==> src/rtl/sap_reg_bank.sv <==
// SAP register bank: DEPTH x WIDTH registers with strobed ALU ops (LOAD/INC/DEC/CLR)
// and an independent registered read port. Define SAP_REG_BANK_SHIFT_EN to add SHL/SHR.
module sap_reg_bank #(
  parameter  int WIDTH = 8,
  parameter  int DEPTH = 4,
  localparam int AW    = $clog2(DEPTH)
) (
  input  logic             clk,
  input  logic             clr,
  input  logic             nL,
  input  logic [2:0]       op,
  input  logic [AW-1:0]    wsel,
  input  logic [WIDTH-1:0] din,
  input  logic [AW-1:0]    rsel,
  input  logic             nE,
  output logic [WIDTH-1:0] dout,
  output logic             dvalid,
  output logic             cy,
  output logic             zero
);

  typedef enum logic [2:0] {
    OP_LOAD = 3'b000,
    OP_INC  = 3'b001,
    OP_DEC  = 3'b010,
    OP_CLR  = 3'b011,
    OP_SHL  = 3'b100,
    OP_SHR  = 3'b101
  } op_e;

  logic [WIDTH-1:0] regs [DEPTH];
  logic [WIDTH-1:0] operand;
  logic [WIDTH-1:0] result;
  logic             res_cy;
  logic [WIDTH:0]   ext;

  assign operand = regs[wsel];

  // NOTE: every output of this block gets a default first, so no path leaves a
  // variable unassigned and no latch is inferred.
  always_comb begin
    result = operand;
    res_cy = 1'b0;
    ext    = '0;
    case (op)
      OP_LOAD: result = din;
      OP_INC: begin
        ext    = {1'b0, operand} + (WIDTH+1)'(1);
        result = ext[WIDTH-1:0];
        res_cy = ext[WIDTH];
      end
      OP_DEC: begin
        // Borrow shows up as the extension bit going high on 0 -> all-ones.
        ext    = {1'b0, operand} - (WIDTH+1)'(1);
        result = ext[WIDTH-1:0];
        res_cy = ext[WIDTH];
      end
      OP_CLR: result = '0;
`ifdef SAP_REG_BANK_SHIFT_EN
      OP_SHL: begin
        result = {operand[WIDTH-2:0], 1'b0};
        res_cy = operand[WIDTH-1];
      end
      OP_SHR: begin
        result = {1'b0, operand[WIDTH-1:1]};
        res_cy = operand[0];
      end
`endif
      default: begin
        result = operand;
        res_cy = 1'b0;
      end
    endcase
  end

  // NOTE: sequential state uses non-blocking assignments only; that is what
  // makes a same-cycle read of the target register return the pre-op value.
  always_ff @(posedge clk) begin
    if (clr) begin
      // NOTE: the register array is cleared on clr because software relies on
      // an all-zero bank after reset; it is small enough to live in flops.
      for (int i = 0; i < DEPTH; i++) regs[i] <= '0;
      dout   <= '0;
      dvalid <= 1'b0;
      cy     <= 1'b0;
      zero   <= 1'b1;
    end else begin
      if (!nL) begin
        regs[wsel] <= result;
        cy         <= res_cy;
        zero       <= (result == '0);
      end
      if (!nE) dout <= regs[rsel];
      dvalid <= ~nE;
    end
  end

endmodule

==> config.mk <==
export PLATFORM = sky130hd
export DESIGN_NAME = sap_reg_bank
export DESIGN_NICKNAME = d
export VERILOG_FILES = /design/src/rtl/sap_reg_bank.sv
export SDC_FILE = /design/constraint.sdc
export NUM_CORES = 1
export LEC_CHECK = 0
export ABC_CLOCK_PERIOD_IN_PS = 7900
export CELL_PAD_IN_SITES_DETAIL_PLACEMENT = 0
export CELL_PAD_IN_SITES_GLOBAL_PLACEMENT = 2
export CORE_MARGIN = 2
export CORE_UTILIZATION = 40
export DETAILED_ROUTE_END_ITERATION = 10
export PLACE_DENSITY = 0.9
export SLEW_MARGIN = 20
export SYNTH_ARGS = -nofsm -noshare
export SYNTH_HDL_FRONTEND = slang
export SYNTH_SLANG_ARGS = --single-unit
export TNS_END_PERCENT = 30
==> constraint.sdc <==
create_clock -name clk -period 7.9 [get_ports clk]
set_input_delay 1.58 -clock clk [delete_from_list [all_inputs] [get_ports clk]]
set_output_delay 1.58 -clock clk [all_outputs]
set_load 0.01 [all_outputs]
==> metrics.md <==
| Metric | Value |
|---|---|
| Status | completed |
| Clock Latency Late Sink | 0.30 ns |
| Largest net degree at the start of global routing | 19 |
| Crit path DAT | 4.97 ns |
| Post-synthesis net count | 245 |
| Seq/Total Area, Yosys | 47.04% |
| H-tree levels | 2 |
| Leak pwr | 1.059 nW |
| Required @ worst endpoint | 8.15 ns |
| Critical path's top delay family | buffers and inverters |
| Clock Sinks | 43 |
| CTS max path bufs | 2 |
| Hold buffers post-CTS | 0 |
| Hold Path Class | reg -> reg |
| Initial antenna violation count | 0 |
| Starting density of the core | 41.92% |
| Core ar. | 5991 um2 |
| Post-DRT Antenna Nets | 0 |
| Endpoint type of the worst setup path | flop |
| Final period utilization | 59.76% |
| Die span in y | 83.24 um |
| Cell repeated most along the worst path | and4_1 |
| RSZ-0062 raised after global routing | false |
| Share of cells above drive strength 1 | 11.84% |
| Worst slew pin tran | 0.8393 ns |
| Max Freq | 0.2118 GHz |
| Die width | 83.24 um |
| Crit Path Class | in -> reg |
| Cell Area, Synth | 2511 um2 |
| CTS buffer count | 5 |
| CP cell instances | clkdlybuf4s50_1, mux4_2, inv_1, ha_1, nor3b_1, o31ai_1, nor2b_1, and4_1, and4_1, a221o_1 |
| Routed wire per std cell | 18.27 um |
| Ys async rst share | 0% |
| Rows | 28 |
| Worst path slowest cell | clkdlybuf4s50_1 |
| Clock Skew | 0.008857 ns |
| Main flop type after synthesis | edfxtp_1 |
| Setup TNS | 0 ns |
| Crit start category | input pin |
| Count of pins over their slew limit | 0 |
| N_diodes | 0 |
| MaxCap Viol Count | 0 |
| Maximum vdd drop | 0.1166 mV |
| Via/cell ratio | 5.759 |
| Post-CTS Resized | 0 |
| Avg Synthesized Cell Area | 11.21 um2 |
| Crit Path Max Fanout | 12 |
| Initial DRC count | 113 |
| Number of synthesized flops with an enable pin | 32 |
| Drt first pass iters | 4 |
| First-pass GRT wire length | 9363 um |
| HPWL after DPL | 4280 um |
| Vias | 1843 |
| Util after Layout | 49.21% |
| Area growth, synth to finish | 17.39% |
| DRC | 0 |
| Clock-pin slew on the worst setup and hold paths | 0.08 ns |
| Yosys reg bits | 43 |
| Root Driver | clkbuf_8 |
| Cell area after layout | 2948 um2 |
| Buf+Inv Stages, Crit Path | 2 |
| Slowest stage delay, CP | 0.93 ns |
| Die ar. | 6928 um2 |
| Fin. Hold Viols | 0 |
| CTS tree | done |
| Power per cell area | 192.0 nW/um2 |
| Yosys warns | 0 |
| Max_slew headroom | 43.57% |
| # setup viols final | 0 |
| Port buffer count | 29 |
| Nets@finish | 265 |
| Min Tclk post-route | 4.721 ns |
| Total Routing Usage GR | 17.35% |
| Grt ovf | 0 |
| Post-CTS Setup Inserts | 0 |
| Synth cell types | 50 |
| Cells after synthesis | 224 |
| Worst R2R Setup Slack | 5.13 ns |
| GP Congestion | 0.8049 |
| Post-DP Area | 2815 um2 |
| # IOs | 30 |
| Final WL | 5847 um |
| Vias in the first global route | 1767 |
==> layout make-up <==
| class | count | area [um2] |
|---|---|---|
| fillers | 539 | 3043 |
| clock inverters | 2 | 60.06 |
| repair buffers | 29 | 290.3 |
| clock buffers | 6 | 72.57 |
| multi-input cells | 161 | 1235 |
| flip-flops and latches | 43 | 1181 |
| well taps | 75 | 93.84 |
| inverters | 4 | 15.01 |
==> cells in the final DEF, fill, tap and decap left out, drive strengths merged, types with 3 or more instances in the layout <==
master	n
nand3	3
o211a	3
clkbuf	6
nor2b	3
dfxtp	11
nor3	5
edfxtp	32
inv	4
mux4	16
o21ai	8
clkdlybuf4s50	29
and4	3
mux2i	11
a21oi	5
nand2	10
nand2b	5
nor2	54
==> stage by stage <==
step | hold slack (ns) | setup WS (ns) | instances | total power [mW]
after global placement | 0.4509 | 2.938 | 312 | 0.3698
after detailed placement | 0.4531 | 2.864 | 312 | 0.3708
after CTS | 0.4660 | 3.174 | 320 | 0.5689
after floorplan | 0.4827 | 4.035 | 224 | 0.3369
final | 0.4633 | 3.179 | 320 | 0.5659
after global routing | 0.4946 | 2.918 | 320 | 0.5905
==> layer usage <==
metal,part of all wire (%),up-vias,GRT usage (%)
met1,43,889,22.94
met4,0.62,0,4.024
met5,0,-,0
li1,-,877,-
met3,6.6,5,3.678
met2,50,72,29.33
==> state kept, by name, summed over array words and instances, names as in the netlist <==
name and cells:
dout 8, zero 1, cy 1, dvalid 1, regs 32
==> cell families after synthesis <==
| logic type | share of synthesized area, % |
|---|---|
| xor gates and xnor gates | 1.047 |
| buffers and inverters | 3.786 |
| muxes | 19.48 |
| adders and majority gates | 0.9964 |
| AOI/OAI and AO/OA | 8.421 |
| DFF | 47.04 |
| and+or+nand+nor | 19.23 |
==> tightest hold or removal path, cell delays in order, from the launching register on <==
cell and delay (ns):
dfxtp_1 0.32, nand2_1 0.06, a21oi_1 0.05
==> where the power goes <==
| part | switching [mW] | total [mW] | internal (mW) |
|---|---|---|---|
| combinational | 0.0574 | 0.103 | 0.0460 |
| sequential | 0.00592 | 0.262 | 0.256 |
| clock | 0.0743 | 0.201 | 0.126 |
| total | 0.138 | 0.566 | 0.428 |
==> path summary, 6_finish.rpt <==
kind	end	cells past startpoint	start
min	cy$_SDFFE_PP0N_	2	cy$_SDFFE_PP0N_
max	zero$_SDFFE_PP1N_	10	wsel[0]
min reg2reg	cy$_SDFFE_PP0N_	2	cy$_SDFFE_PP0N_
max reg2reg	zero$_SDFFE_PP1N_	9	regs[2][0]$_SDFFCE_PN0P_
==> synthesized netlist by cell type (3+ instances only) <==
cell / instances / area (um2)
nand2_1: 10 / 37.54
dfxtp_1: 11 / 220.2
a21oi_1: 5 / 25.02
o211a_1: 3 / 30.03
nor2_1: 54 / 202.7
nand2b_1: 5 / 31.28
o21ai_0: 8 / 40.04
edfxtp_1: 32 / 960.9
inv_1: 4 / 15.01
nand3_1: 3 / 15.01
mux4_2: 14 / 315.3
nor3_1: 4 / 20.02
clkbuf_1: 12 / 45.04
nor2b_1: 3 / 18.77
mux2i_1: 11 / 110.1
Note: power is estimated with default switching activity, not from simulation.
==> edit 1, RTL diff (same flow settings) <==
Build with the macro `SAP_REG_BANK_SHIFT_EN` defined.
--- a/src/rtl/sap_reg_bank.sv
+++ b/src/rtl/sap_reg_bank.sv
@@ -1,5 +1,7 @@
 // SAP register bank: DEPTH x WIDTH registers with strobed ALU ops (LOAD/INC/DEC/CLR)
 // and an independent registered read port. Define SAP_REG_BANK_SHIFT_EN to add SHL/SHR.
+`define SAP_REG_BANK_SHIFT_EN
+
 module sap_reg_bank #(
   parameter  int WIDTH = 8,
   parameter  int DEPTH = 4,
Formal check against the unedited RTL: not equivalent (a bounded check fails within 4 cycles, from zero or initial values).
==> edit 1 against the unedited design <==
Synthesized cell count up 19%. Power down 5.0%. Synthesized area up 16%. Worst setup slack better by 95 ps. Routed wire length up 22%. Critical endpoint unchanged. Sequential share of layout area down 4.0 points. Sequential cell count unchanged. Final area up 11%.
==> edit 1: results (changes against the unedited design) <==
outcome=finished, final reports clean; Synth area leaders=edfxtp_1 (33%), mux4_2 (14%), dfxtp_1 (7.6%); initial drt markers=178 (+58%); syn_nets=288 (+18%); crit path max fanout=18 (+6); Max-slew headroom=38.6% (-5.0 points); wl on met1=3240 um (+30%); Routed met2 length=3450 um (+18%); distinct cell type count after synthesis=60 (+20%); NumNets Final=302 (+14%); layout cell share with drive strength beyond 1=15.2% (+3.4 points); gpl congestion=0.784 (-2.7%); gr usage total=19.0% (+1.7 points); R2R Setup Slk=5310 ps (+180 ps); HPWL after detailed placement=5040 um (+18%); Primary FF master, synth=edfxtp_1; Worst Hold Class=reg2reg; R2R depth=8 (-1); Yosys warnings=0 (unchanged); peak supply drop=0.0778 mV (-33%); met3 WL=344 um (-11%); Worst Clk Skew=6.62 ps (-2.24 ps); CP peak stage delay=1070 ps (+140 ps); drt total wl=7110 um (+22%); post-synthesis sequential area ratio=40.7% (-6.3 points); largest net degree at the start of global routing=26 (+7); crit path DAT=4880 ps (-90 ps); via count=2,201 (+19%)
[edit 1: cell count changes in the layout (fill, tap and decap cells not counted), sizes merged, moves of 4 or more]
cell,delta
inv,+5
nor2b,+5
a21oi,+4
nand3,+4
[edit 1: area by class of cell]
type / instances / area share [%]
multi-input cells: 193 / 47.8
flip-flops and latches: 43 / 36.1
repair buffers: 29 / 8.87
well taps: 99 / 3.78
clock buffers: 6 / 2.22
inverters: 9 / 1.03
clock inverters: 2 / 0.267
[edit 1: power by group]
part | switching, mW | total [mW] | internal [mW]
registers | 0.00816 | 0.265 | 0.257
clock network | 0.0745 | 0.135 | 0.0608
logic | 0.0767 | 0.137 | 0.0607
[edit 1: worst min-delay path by stage]
stage / from / end / slack, ps / cells after the start
finish: cy / cy / 470 / 2
global route: cy / cy / 500 / 2
CTS: cy / cy / 470 / 2
detailed placement: cy / cy / 460 / 2
global placement: cy / cy / 460 / 2
floorplan: cy / cy / 480 / 2
[edit 1: critical path: cells and delay by family]
kind	cells	cell delay (ps)
fa+ha+maj	1	300
xor+xnor	1	180
mux	1	730
buf+inv	1	1070
compound gates	4	710
simple gates	1	280
[edit 1: per-stage QoR]
step                      area (sq um)  instances  setup WS (ps)  utilization, %
after detailed placement          3190        373           2960            44.7
after global placement            3190        373           2920            44.7
after floorplan                   2900        267           4220               -
after global routing              3270        381           3080            45.9
after CTS                         3270        381           3250            45.9
final                             3270        381           3270            45.9
[edit 1: cell families after synthesis]
group | synth area share [%]
xor+xnor | 1.51
simple gates | 18.8
compound gates | 13.1
fa+ha+maj | 0.862
buf+inv | 5.43
mux | 19.7
flops | 40.7
[edit 1: routing by layer]
metal / global-route usage (%) / vias up
li1: - / 1029
met1: 27.8 / 1094
met2: 29.6 / 70
met5: 0 / -
met3: 2.86 / 8
met4: 5.29 / 0
==> edit 2, RTL diff (config.mk and constraints unchanged) <==
Without the edit above. Put one more register stage on the output `cy`, without a reset. The value now appears one clock later. The other outputs are not delayed to match.
--- a/src/rtl/sap_reg_bank.sv
+++ b/src/rtl/sap_reg_bank.sv
@@ -27,6 +27,8 @@
     OP_SHL  = 3'b100,
     OP_SHR  = 3'b101
   } op_e;
+
+  logic cy_s0;
 
   logic [WIDTH-1:0] regs [DEPTH];
   logic [WIDTH-1:0] operand;
@@ -82,12 +84,12 @@
       for (int i = 0; i < DEPTH; i++) regs[i] <= '0;
       dout   <= '0;
       dvalid <= 1'b0;
-      cy     <= 1'b0;
+      cy_s0  <= 1'b0;
       zero   <= 1'b1;
     end else begin
       if (!nL) begin
         regs[wsel] <= result;
-        cy         <= res_cy;
+        cy_s0      <= res_cy;
         zero       <= (result == '0);
       end
       if (!nE) dout <= regs[rsel];
@@ -95,5 +97,9 @@
     end
   end
 
+  always_ff @(posedge clk) begin
+    cy <= cy_s0;
+  end
+
 endmodule
 
Check against the original RTL: not equivalent (a bounded check fails within 4 cycles, from zero or initial values).
==> edit 2 against the unedited design <==
Power fell by 6.2%. Synthesized cell count decreased by 3.1%. Routed wire length rose by 1.4%. Sequential power up 2%. Count of clock-buffer cells in the layout increased by 1. Worst hold slack worse by 100 ps. Largest cell class unchanged. Via count fell by 0.71%. Sequential share of layout area up 0.98 points. Worst setup slack worse by 42 ps. Combinational power grew 4%. Final area fell by 0.72%. Sequential cell count rose by 1. Synthesized area fell by 0.60%. Highest routed layer unchanged.
==> edit 2: results (changes against the unedited design) <==
drt total wl=5930 um (+1.4%); gpl congestion=0.815 (+1.3%); Multi-In Gates=156 (-3.1%); M1 GR Usage=23.7% (+0.77 points); Final Instance Area=0.00293 sq mm (-0.72%); buffering overhead=9.92% (+0.072 points); Leak Pwr=1.05 nW (-1.2%); post-synthesis cell count=217 (-3.1%); Placed Instances=309 (-0.96%); HPWL after detailed placement=4300 um (+0.59%); clk tree area frac=3.51% (-0.99 points); P_int=0.390 mW (-9.0%); Multi-input gate area=0.00122 sq mm (-1.2%); outcome=finished, final reports clean; met3 WL=264 um (-32%); non-clock inverter count=5 (+1); Worst Clk Skew=8.70 ps (-0.155 ps); NumNets Final=262 (-1.1%); initial drt markers=98 (-13%); post-synthesis sequential area ratio=48.1% (+1.1 points); wl on met1=2640 um (+5.8%); Synth area leaders=edfxtp_1 (38%), mux4_2 (13%), dfxtp_1 (9.6%); CP peak stage delay=870 ps (-60 ps); met3 Track Usage GR=2.88% (-0.80 points); layout cell share with drive strength beyond 1=12.8% (+0.97 points); peak supply drop=0.0924 mV (-21%); register area=0.00120 sq mm (+1.7%); Synth Area in Compound Gates=9.52% (+1.1 points); vias in the first global route=1,839 (+4.1%); global-route wire length before repair=9520 um (+1.7%); Post-synth top cells=nor2_1 (52), edfxtp_1 (32), mux4_2 (14); Max-slew headroom=45.5% (+1.9 points); Placement Setup Slack=2790 ps (-71.1 ps); distinct cell type count after synthesis=52 (+4.0%); DP Area=0.00282 sq mm (+0.31%); clock buf count=7 (+1); area share of fa/ha/maj cells after synthesis=1.00% (+0.0060 points); layout sequential cell count=44 (+2.3%); Routed met2 length=2980 um (+1.5%); gr usage total=17.7% (+0.35 points); setup bufs post-CTS=0 (unchanged); fill count=552 (+2.4%); Via density=5.77 (+0.23%); Post-Synth XOR/XNOR Area=0.702% (-0.34 points); crit path DAT=5000 ps (+30 ps); GRT met2 Usage=29.0% (-0.29 points)
==> edit 2: kinds of logic after synthesis <==
group | after synthesis
flip-flops | 44
AO/OA/AOI/OAI | 33
adder cells (fa/ha/maj) | 2
AND/OR/NAND/NOR | 92
XOR/XNOR | 2
multiplexers | 27
buffers and inverters | 17
==> edit 2: final timing paths <==
kind	from	to	slack, ps	cells after the start
setup reg to reg	regs[1][3]	zero	5020	7
hold / removal	cy_s0	cy	360	0
hold reg to reg	cy_s0	cy	360	0
setup / recovery	wsel[0]	zero	3140	8
==> edit 2: power groups by stage <==
stage / Sequential (mW) / Clock, mW / Combinational, mW
5_1_grt: 0.269 / 0.169 / 0.115
3_3_place_gp: 0.272 / 0 / 0.107
2_1_floorplan: 0.272 / 0 / 0.0688
3_5_place_dp: 0.273 / 0 / 0.107
4_1_cts: 0.268 / 0.159 / 0.107
6_report: 0.267 / 0.157 / 0.107
